==> config.mk <==
export PLATFORM = sky130hd
export DESIGN_NAME = wr_512b_to_bram
export DESIGN_NICKNAME = d
export VERILOG_FILES = /design/src/rtl/wr_512b_to_bram.sv
export SDC_FILE = /design/constraint.sdc
export NUM_CORES = 1
export LEC_CHECK = 0
export ABC_CLOCK_PERIOD_IN_PS = 3800
export CAP_MARGIN = 20
export CORE_ASPECT_RATIO = 0.7
export CORE_MARGIN = 2
export CORE_UTILIZATION = 34
export CTS_BUF_LIST = sky130_fd_sc_hd__clkbuf_8 sky130_fd_sc_hd__clkbuf_16
export CTS_CLUSTER_DIAMETER = 150
export DETAILED_ROUTE_END_ITERATION = 7
export GPL_TIMING_DRIVEN = 1
export HOLD_SLACK_MARGIN = 0.02
export PLACE_DENSITY = 0.56
export SYNTH_ARGS = -nofsm -noshare
export SYNTH_HDL_FRONTEND = slang
export SYNTH_SLANG_ARGS = --single-unit
==> constraint.sdc <==
create_clock -name i_clk -period 3.8 [get_ports i_clk]
set_input_delay 0.76 -clock i_clk [delete_from_list [all_inputs] [get_ports i_clk]]
set_output_delay 0.76 -clock i_clk [all_outputs]
set_load 0.01 [all_outputs]
==> src/rtl/wr_512b_to_bram.sv <==
// wr_512b_to_bram
// Stores one 512-bit image row into the shared BRAM as up to sixteen 32-bit
// word writes over the BRAM controller's trig/done handshake. Word i of the
// row (bits [511-32i : 480-32i]) goes to address {row, i}, so the row reader
// sees the same vector. Words whose mask bit is clear are skipped.

module wr_512b_to_bram (
   input  logic          i_clk,
   input  logic          i_rstn,
   input  logic          i_trig,
   output logic          o_done,
   output logic          o_busy,
   input  logic [8:0]    i_wr_row_num,
   input  logic [511:0]  i_wr_data_512b,
   input  logic [15:0]   i_wr_word_mask,
   output logic [12:0]   o_wr_to_bram_addr,
   output logic [31:0]   o_wr_to_bram_data,
   output logic          o_wr_to_bram_trig,
   input  logic          i_wr_to_bram_done
);

   typedef enum logic [1:0] {
      ST_IDLE  = 2'd0,
      ST_SETUP = 2'd1,
      ST_REQ   = 2'd2,
      ST_DONE  = 2'd3
   } state_t;

   state_t         state_r,    state_s;
   logic [8:0]     row_r,      row_s;
   logic [511:0]   data_r,     data_s;
   logic [15:0]    mask_r,     mask_s;
   logic [3:0]     idx_r,      idx_s;
   logic           done_pre_r, done_pre_s;
   logic [12:0]    addr_r,     addr_s;
   logic [31:0]    wdata_r,    wdata_s;
   logic           trig_r,     trig_s;

   // Word idx of the row, counted from the MSB end (word 0 = bits [511:480]).
   function automatic logic [31:0] word_sel(input logic [511:0] row_data,
                                            input logic [3:0]   idx);
      logic [9:0] base;
      base     = 10'd511 - {1'b0, idx, 5'd0};
      word_sel = row_data[base -: 32];
   endfunction

   // Next-state and next-output decode; every register holds unless changed.
   always_comb begin
      state_s    = state_r;
      row_s      = row_r;
      data_s     = data_r;
      mask_s     = mask_r;
      idx_s      = idx_r;
      done_pre_s = done_pre_r;
      addr_s     = addr_r;
      wdata_s    = wdata_r;
      trig_s     = trig_r;
      case (state_r)
         ST_IDLE: begin
            done_pre_s = 1'b0;
            trig_s     = 1'b0;
            if (i_trig) begin
               row_s   = i_wr_row_num;
               data_s  = i_wr_data_512b;
               mask_s  = i_wr_word_mask;
               idx_s   = 4'd0;
               state_s = ST_SETUP;
            end else begin
               state_s = ST_IDLE;
            end
         end
         ST_SETUP: begin
            trig_s = 1'b0;
            if (mask_r[idx_r]) begin
               addr_s  = {row_r, idx_r};
               wdata_s = word_sel(data_r, idx_r);
               trig_s  = 1'b1;
               state_s = ST_REQ;
            end else if (idx_r == 4'd15) begin
               state_s = ST_DONE;
            end else begin
               idx_s   = idx_r + 4'd1;
               state_s = ST_SETUP;
            end
         end
         ST_REQ: begin
            if (i_wr_to_bram_done) begin
               // Dropping trig here guarantees a low cycle before the next word.
               trig_s = 1'b0;
               if (idx_r == 4'd15) begin
                  state_s = ST_DONE;
               end else begin
                  idx_s   = idx_r + 4'd1;
                  state_s = ST_SETUP;
               end
            end else begin
               trig_s  = 1'b1;
               state_s = ST_REQ;
            end
         end
         ST_DONE: begin
            trig_s = 1'b0;
            if (!i_trig) begin
               // Upstream already released (or dropped early): leave without a pulse.
               done_pre_s = 1'b0;
               state_s    = ST_IDLE;
            end else begin
               done_pre_s = 1'b1;
               state_s    = ST_DONE;
            end
         end
         default: begin
            trig_s     = 1'b0;
            done_pre_s = 1'b0;
            state_s    = ST_IDLE;
         end
      endcase
   end

   // State and datapath registers; reset clears everything including the bus outputs.
   always_ff @(posedge i_clk or negedge i_rstn) begin
      if (!i_rstn) begin
         state_r    <= ST_IDLE;
         row_r      <= 9'd0;
         data_r     <= 512'd0;
         mask_r     <= 16'd0;
         idx_r      <= 4'd0;
         done_pre_r <= 1'b0;
         addr_r     <= 13'd0;
         wdata_r    <= 32'd0;
         trig_r     <= 1'b0;
      end else begin
         state_r    <= state_s;
         row_r      <= row_s;
         data_r     <= data_s;
         mask_r     <= mask_s;
         idx_r      <= idx_s;
         done_pre_r <= done_pre_s;
         addr_r     <= addr_s;
         wdata_r    <= wdata_s;
         trig_r     <= trig_s;
      end
   end

   assign o_wr_to_bram_addr = addr_r;
   assign o_wr_to_bram_data = wdata_r;
   assign o_wr_to_bram_trig = trig_r;
   assign o_busy            = (state_r != ST_IDLE);
   // Qualified with i_trig so that done can never be seen once upstream lets go.
   assign o_done            = done_pre_r & i_trig;

endmodule

# Word-level counts from Yosys, hierarchy flattened
# Index checks and enable logic that the tools add are counted.
[totals] ff_bits=590 input_bits=541 output_inout_bits=48 elab_cells=47
[op_classes] addsub=2 n_lt_le_gt_ge=1 eq_ne=7 n_shift=1 n_mux=18 bitwise_logic=1 n_reduce_logical=8
[op_table] cell="variable part select 543 x 11 -> 32 bit" count=1
[op_table] cell="two-way mux 4 bit" count=4
[op_table] cell="case mux 4 bit (3 select lines)" count=1
[op_table] cell="subtractor 9 x 9 -> 10 bit (first input constant)" count=1
[op_table] cell="two-way mux 2 bit" count=4
[op_table] cell="case mux 2 bit (4 select lines)" count=1
[op_table] cell="inequality test 2 bit (second input constant)" count=3
[op_table] cell="< comparator 4 x 5 -> 1 bit (second input constant)" count=1
[op_table] cell="two-way mux 1 bit" count=5
[op_table] cell="adder 4 x 1 -> 4 bit (second input constant)" count=1
[op_table] cell="binary-select mux 1 bit (select 4 bit)" count=1
[op_table] cell="equality test 2 bit (second input constant)" count=2
[op_table] cell="equality test 4 bit (second input constant)" count=1
[op_table] cell="AND reduction 2 bit" count=2
[op_table] cell="AND reduction 4 bit" count=1
[op_table] cell="nonzero test 2 bit" count=2
[op_table] cell="case mux 1 bit (3 select lines)" count=1
[op_table] cell="nonzero test 3 bit" count=1
[op_table] cell="equality test 2 x 1 -> 1 bit (second input constant)" count=1
[op_table] cell="zero test 2 bit" count=1
[op_table] cell="case mux 1 bit (2 select lines)" count=1
[op_table] cell="OR reduction 2 bit" count=1
[op_table] cell="AND 1 bit" count=1

# Longest topological paths before layout
[logic_depth] ltp_word=4 ltp_mapped=8 depth_no_buf=6

# Least setup slack after synthesis
# OpenSTA, ideal clock, no wires.
[synth_path] path_kind="input -> register" start="input i_trig" end="register data_r[440]" t_arrival_ps=1929 required_time_ps=3675 slack_ps=1746 cell_stages=4 path_buffers=2 cell_sequence="nand2_1 -> buf_1 -> clkbuf_1 -> mux2_2"
[synth_between] elab_chain_len=1
[synth_lines] element="start: declaration" line_no="10" text="input logic i_trig,"
[synth_lines] element="AND reduction 2 bit (no line)"
[synth_lines] element="end signal: assignment" line_no="135" text="data_r <= data_s;"
[synth_lines] element="end: declaration" line_no="31" text="logic [511:0] data_r, data_s;"
# Every way passes these cells.
# A chain may end at the register's enable or synchronous reset.

# Worst setup path after layout
[layout_path] start="input i_trig" end="output o_done"
[layout_between] elab_chain_len=1
[layout_lines] element="AND 1 bit" line_no="150" text="assign o_done = done_pre_r & i_trig;"
[layout_lines] element="end: declaration" line_no="11" text="output logic o_done,"
# Every way passes these cells.

==> run_results.csv <==
group,metric,value,unit
synthesis,synth-seq-cells,590,
power,ir_drop,0.380,mV
sta,tightest_slew,1070,ps
worst_setup_path,r2r_start,"idx_r[2]",
sta,skew,26.5,ps
clock_tree,clk_latency,650,ps
clock_tree,cts_sinks,590,
place,io_buffers,588,
synthesis,ys.flop_type,"dfrtp_1",
worst_setup_path,cp.arrival,2130,ps
power,p_sw_share,33.1,%
clock_tree,cts_tree,"done",
sta,fmax,346,MHz
layout,area_growth,35.2,%
sta,setup_tns,0,ps
clock_tree,clk_pin_slew,60,ps
power,power_switching,10.0,mW
synthesis,netlist_top_cells_count,"590 x dfrtp_1, 543 x mux2_2, 137 x nand2_1, 128 x mux4_2, 74 x clkbuf_1",
synthesis,syn_inst,1675,
clock_tree,clockBufferDepth,3,
place,dp_hpwl,65600,µm
route,num_vias,16594,
synthesis,post-synth-top-count-cell,"dfrtp_1",
worst_setup_path,crit_path_max_incr_delay,650,ps
floorplanning,initial_core_util,34.3,%
worst_setup_path,crit_path_end_kind,"output pin",
synthesis,avgSynthCellArea,15.7,µm²
layout,drive_gt1_share,37.2,%
sta,fin_crit,2890,ps
route,routedWlPerCell,25.8,µm
layout,stdcell_count,3363,
power,sequentialPowerShare,37.3,%
sta,post-route-period-util,76.1,%
synthesis,synth.top_cell.area_share,56.1,%
global_route,antenna_found_initial,35,
synthesis,ys_warn_count,0,
floorplanning,die-area,0.0797,mm²
place,place_inst,3231,
worst_setup_path,required,3040,ps
worst_setup_path,slowest_stage,"clkdlybuf4s50_1",
synthesis,yosysUniqueCellTypes,36,
route,viasPerCell,4.93,
power,power_frac_comb,41.7,%
floorplanning,core_area,0.0768,mm²
synthesis,async_flop_share,100,%
sta,hold_viol_final,0,
power,power_frac_clock,21.0,%
worst_setup_path,reg2regPathDepth,6,
worst_setup_path,critPathKind,"in2out",
worst_setup_path,cpMostUsedCell,"clkdlybuf4s50_1",
clock_tree,ctsHoldBuffers,0,
worst_setup_path,critPathLaunch,"i_trig",
route,drt_iter0_markers,971,
global_route,grt_max_degree,124,
run,maxCapViolations,0,
route,drc_errors,0,
sta,rsz0062_at_grt,"false",
power,powerDensity,850,mW/mm²
synthesis,syn-num-nets,2223,
sta,maxSlewViolCount,0,
worst_setup_path,cp_max_fo,4,
worst_setup_path,r2r_slack,1070,ps
clock_tree,post_cts_buffers,0,
global_route,grt_pass1_vias,17927,
floorplanning,row_count,85,
floorplanning,pin_count,589,
worst_setup_path,cp-start-kind,"primary input",
power,power.internal,20.2,mW
clock_tree,htreeDepth,2,
global_route,grt_pass1_wl,125000,µm
global_route,grt_usage,21.7,%
route,ant_nets,0,
synthesis,synth_edf_count,0,
worst_setup_path,r2r-end,"o_wr_to_bram_data[1]",
status,status,"finished, final reports clean",
route,wl,86600,µm
synthesis,synth.largest_area_cell,"dfrtp_1",
synthesis,synth-seq-area-share,56.1,%
route,dr.pass1.iters,5,
clock_tree,cts_root_buf,"clkbuf_16",
power,leakage,14.5,nW
clock_tree,numCtsBuffers,61,
floorplanning,fp.dieW,336,µm
worst_hold_path,holdCritPathClass,"in2async",
floorplanning,fp.dieH,237,µm
sta,slew-limit-headroom,28.8,%
global_route,grt_overflow,0,
sta,setup_violations,0,
synthesis,synthTopCellsByArea,"dfrtp_1 56%, mux2_2 23%, mux4_2 11%, nand2_1 2.0%, mux2_4 1.6%",
place,gp_congestion,0.809,
layout,nets,2798,
synthesis,netlist_area,0.0263,mm²
worst_setup_path,path_cells,"clkdlybuf4s50_1 -> and2_1 -> clkdlybuf4s50_1",
clock_tree,ctsResizeCount,0,
-- per-stage QoR --
step                      setup slack (ps)  utilization (%)  cell area [µm²]  hold slack [ps]  total power [mW]
after floorplan                       1750                -            26300              446              19.2
after global placement                 899             43.5            33400              464              23.8
after detailed placement               894             43.5            33400              477              24.1
after CTS                              890             46.3            35500              112              30.7
after global routing                   841             46.3            35500              137              32.0
final                                  910             46.3            35600             83.7              30.2
-- final cells by class --
| cell class | instances | area (µm²) |
|---|---|---|
| multi-input combinational | 962 | 10900 |
| inverter | 7 | 26.3 |
| sequential | 590 | 14800 |
| tap | 1044 | 1310 |
| clock inverter | 34 | 350 |
| antenna | 17 | 42.5 |
| fill | 6839 | 41200 |
| timing repair buffer | 628 | 6380 |
| clock buffer | 81 | 1800 |
-- registers in the layout, indices dropped and copies added (netlist names) --
name and flops:
row_r 9, state_r 2, data_r 512, o_wr_to_bram_trig 1, o_wr_to_bram_addr 13, o_wr_to_bram_data 32
done_pre_r 1, idx_r 4, mask_r 16
-- power by group through the flow --
stage	Sequential (mW)	Combinational (mW)	Clock (mW)
after floorplan	10.7	8.55	0
after global placement	11.2	12.6	0
after detailed placement	11.4	12.8	0
after CTS	11.3	12.8	6.58
after global routing	11.7	13.5	6.83
final	11.3	12.6	6.36
-- kinds of logic after synthesis --
kind of cell | count (synthesis) | share of synthesized area [%]
flops | 590 | 56.1
fa+ha+maj | 7 | 0.333
compound gates | 43 | 1.07
xor+xnor | 2 | 0.0666
mux | 721 | 36.7
simple gates | 189 | 3.22
buf+inv | 123 | 2.50
-- critical path, delay by kind of cell --
family / cells / cell delay [ps]
buffers and inverters: 2 / 1180
and+or+nand+nor: 1 / 180
-- placed cells by master (no fill, tap or decap), types with 2 or more instances in the layout --
cell             instances
a22oi_1                  2
a31oi_1                 33
and2_1                   2
and3_1                  34
buf_12                  15
buf_4                   25
bufinv_16                6
clkbuf_16               61
clkbuf_8                20
clkdlybuf4s50_1        587
clkinv_2                14
clkinv_8                 2
clkinvlp_4               2
dfrtp_1                587
dfrtp_4                  3
diode_2                 17
ha_1                     7
inv_1                   13
inv_6                    3
mux2_1                  11
mux2_2                 543
mux2_4                  28
mux2i_1                 11
mux4_2                 128
nand2_1                136
nand2_4                  2
nand3_1                  4
nand4_2                  2
nor2_1                   2
nor2b_1                  5
o211ai_1                 2
o21ai_0                  2
-- worst max path at each step --
stage | end | slack (ps)
CTS | o_done | 890
floorplan | data_r[440] | 1750
finish | o_done | 910
detailed placement | o_done | 890
global placement | o_done | 900
global route | o_busy | 840
-- routing by layer --
metal / track usage (%) / wire (µm)
met5: 0 / 150
met4: 5.91 / 1940
met3: 7.13 / 6740
met2: 32.7 / 39100
met1: 30.1 / 38700
Note: power is estimated with default switching activity, not from simulation.
==> edit: new RTL, config.mk and constraints unchanged <==
Add an input register stage for `i_trig`, `i_wr_row_num`, `i_wr_data_512b`, `i_wr_word_mask` and `i_wr_to_bram_done`, without a reset; this delays them by one clock.
--- a/src/rtl/wr_512b_to_bram.sv
+++ b/src/rtl/wr_512b_to_bram.sv
@@ -26,4 +26,18 @@
       ST_DONE  = 2'd3
    } state_t;
+
+   logic i_trig_q;
+   logic [8:0] i_wr_row_num_q;
+   logic [511:0] i_wr_data_512b_q;
+   logic [15:0] i_wr_word_mask_q;
+   logic i_wr_to_bram_done_q;
+
+   always_ff @(posedge i_clk) begin
+      i_trig_q            <= i_trig;
+      i_wr_row_num_q      <= i_wr_row_num;
+      i_wr_data_512b_q    <= i_wr_data_512b;
+      i_wr_word_mask_q    <= i_wr_word_mask;
+      i_wr_to_bram_done_q <= i_wr_to_bram_done;
+   end
 
    state_t         state_r,    state_s;
@@ -60,8 +74,8 @@
             done_pre_s = 1'b0;
             trig_s     = 1'b0;
-            if (i_trig) begin
-               row_s   = i_wr_row_num;
-               data_s  = i_wr_data_512b;
-               mask_s  = i_wr_word_mask;
+            if (i_trig_q) begin
+               row_s   = i_wr_row_num_q;
+               data_s  = i_wr_data_512b_q;
+               mask_s  = i_wr_word_mask_q;
                idx_s   = 4'd0;
                state_s = ST_SETUP;
@@ -85,5 +99,5 @@
          end
          ST_REQ: begin
-            if (i_wr_to_bram_done) begin
+            if (i_wr_to_bram_done_q) begin
                // Dropping trig here guarantees a low cycle before the next word.
                trig_s = 1'b0;
@@ -101,5 +115,5 @@
          ST_DONE: begin
             trig_s = 1'b0;
-            if (!i_trig) begin
+            if (!i_trig_q) begin
                // Upstream already released (or dropped early): leave without a pulse.
                done_pre_s = 1'b0;
@@ -148,5 +162,5 @@
    assign o_busy            = (state_r != ST_IDLE);
    // Qualified with i_trig so that done can never be seen once upstream lets go.
-   assign o_done            = done_pre_r & i_trig;
+   assign o_done            = done_pre_r & i_trig_q;
 
 endmodule
Formal check against the unedited RTL: not equivalent (a bounded check fails within 4 cycles, from zero or initial values and one cycle with i_rstn low).
==> edit against the unedited design <==
  * Non-clock buffer count up 11
  * Routed wire length up 28%
  * Highest routed layer unchanged
  * Register-to-register slack worse by 0.29 ns
  * Sequential cell count up 539
  * Synthesized area up 41%
  * Total power up 36%
  * Worst setup slack worse by 0.13 ns
  * Largest cell class unchanged
  * Cell area up 37%
==> edit: results (changes against the unedited design) <==
.. list-table::
   :header-rows: 1

   * - Metric
     - Value
   * - Result of the run
     - complete, no violations
   * - Maximum number of pins on one net before global-route repair
     - 102 (-18%)
   * - H-tree lvl count
     - 3 (+1)
   * - Max IR drop VDD
     - 0.425 mV (+12%)
   * - Data arrival time of the critical path
     - 3.61 ns (+1.48 ns)
   * - Tightest hold margin
     - 0.181 ns (+0.0977 ns)
   * - Cell family contributing the most delay on the critical path
     - flip-flops
   * - Count of placed standard cells including taps
     - 4179 (+29%)
   * - Footprint of the flip-flops and latches
     - 0.0256 mm^2 (+73%)
   * - CP Max Fanout
     - 38 (+34)
   * - Number of clock buffers inserted by TritonCTS
     - 108 (+77%)
   * - Average footprint of a synthesized cell
     - 16.8 um^2 (+6.7%)
   * - Number of buffers and inverters on the critical path
     - 1 (-1)
   * - Power of the combinational group
     - 12.1 mW (-4%)
   * - Top cells by instance count after synthesis
     - sky130_fd_sc_hd__dfrtp_1, sky130_fd_sc_hd__mux2_2, sky130_fd_sc_hd__dfxtp_1
   * - Net switching fraction of the power
     - 30.1% (-3.0 points)
   * - Placer congestion estimate
     - 0.805 (-0.51%)
   * - Layout net count
     - 3395 (+21%)
   * - Crit path max-delay cell type
     - sky130_fd_sc_hd__dfrtp_4
   * - Fraction of power consumed by combinational cells
     - 29.4% (-12 points)
   * - Post-DP HPWL
     - 81300 um (+24%)
   * - Post-Route Skew
     - 0.0167 ns (-0.00976 ns)
   * - Net count of the mapped netlist
     - 2762 (+24%)
   * - Filler cell count
     - 9450 (+38%)
   * - Headroom to the max-slew limit
     - 30.6% (+1.8 points)
   * - Insertion delay to the later sink of the worst-skew pair
     - 0.70 ns (+0.05 ns)
   * - Crit path largest cell delay
     - 0.94 ns (+0.29 ns)
   * - Largest cells by area after synthesis
     - sky130_fd_sc_hd__dfrtp_1, sky130_fd_sc_hd__dfxtp_1, sky130_fd_sc_hd__mux2_2
   * - Last element of the critical path
     - o_wr_to_bram_data[1]$_DFFE_PN0P_
   * - Initial DRC count
     - 1157 (+19%)
   * - Critical path launch point type
     - flop
   * - Detailed-route wire length
     - 111000 um (+28%)
==> edit: layer usage <==
metal / routed length [um] / track usage (%) / part of all wire, % / up-vias
met2: 51900 / 31.2 / 47 / 562
met4: 2690 / 5.49 / 2.4 / 2
met1: 49300 / 26.4 / 45 / 10732
met3: 6790 / 5.03 / 6.1 / 138
met5: 8 / 0 / 0.0072 / -
li1: - / - / - / 9122
==> edit: cell type report <==
type | count | area share [%]
Antenna cell | 5 | 0.0257
Clock buffer | 133 | 6.41
Clock inverter | 73 | 1.46
Inverter | 7 | 0.0540
Multi-Input combinational cell | 962 | 22.4
Sequential cell | 1129 | 52.6
Tap cell | 1442 | 3.71
Timing Repair Buffer | 639 | 13.3
==> edit: cells by family (layout without fill, tap and decap cells) <==
kind of cell    after synthesis  after routing  synth area share (%)
flops                      1129           1129                  68.9
mux                         721            721                  26.0
simple gates                189            189                  2.28
buf+inv                     123            852                  1.76
compound gates               43             43                 0.745
fa+ha+maj                     7              7                 0.236
xor+xnor                      2              2                0.0472
other cells                   0              5                     0
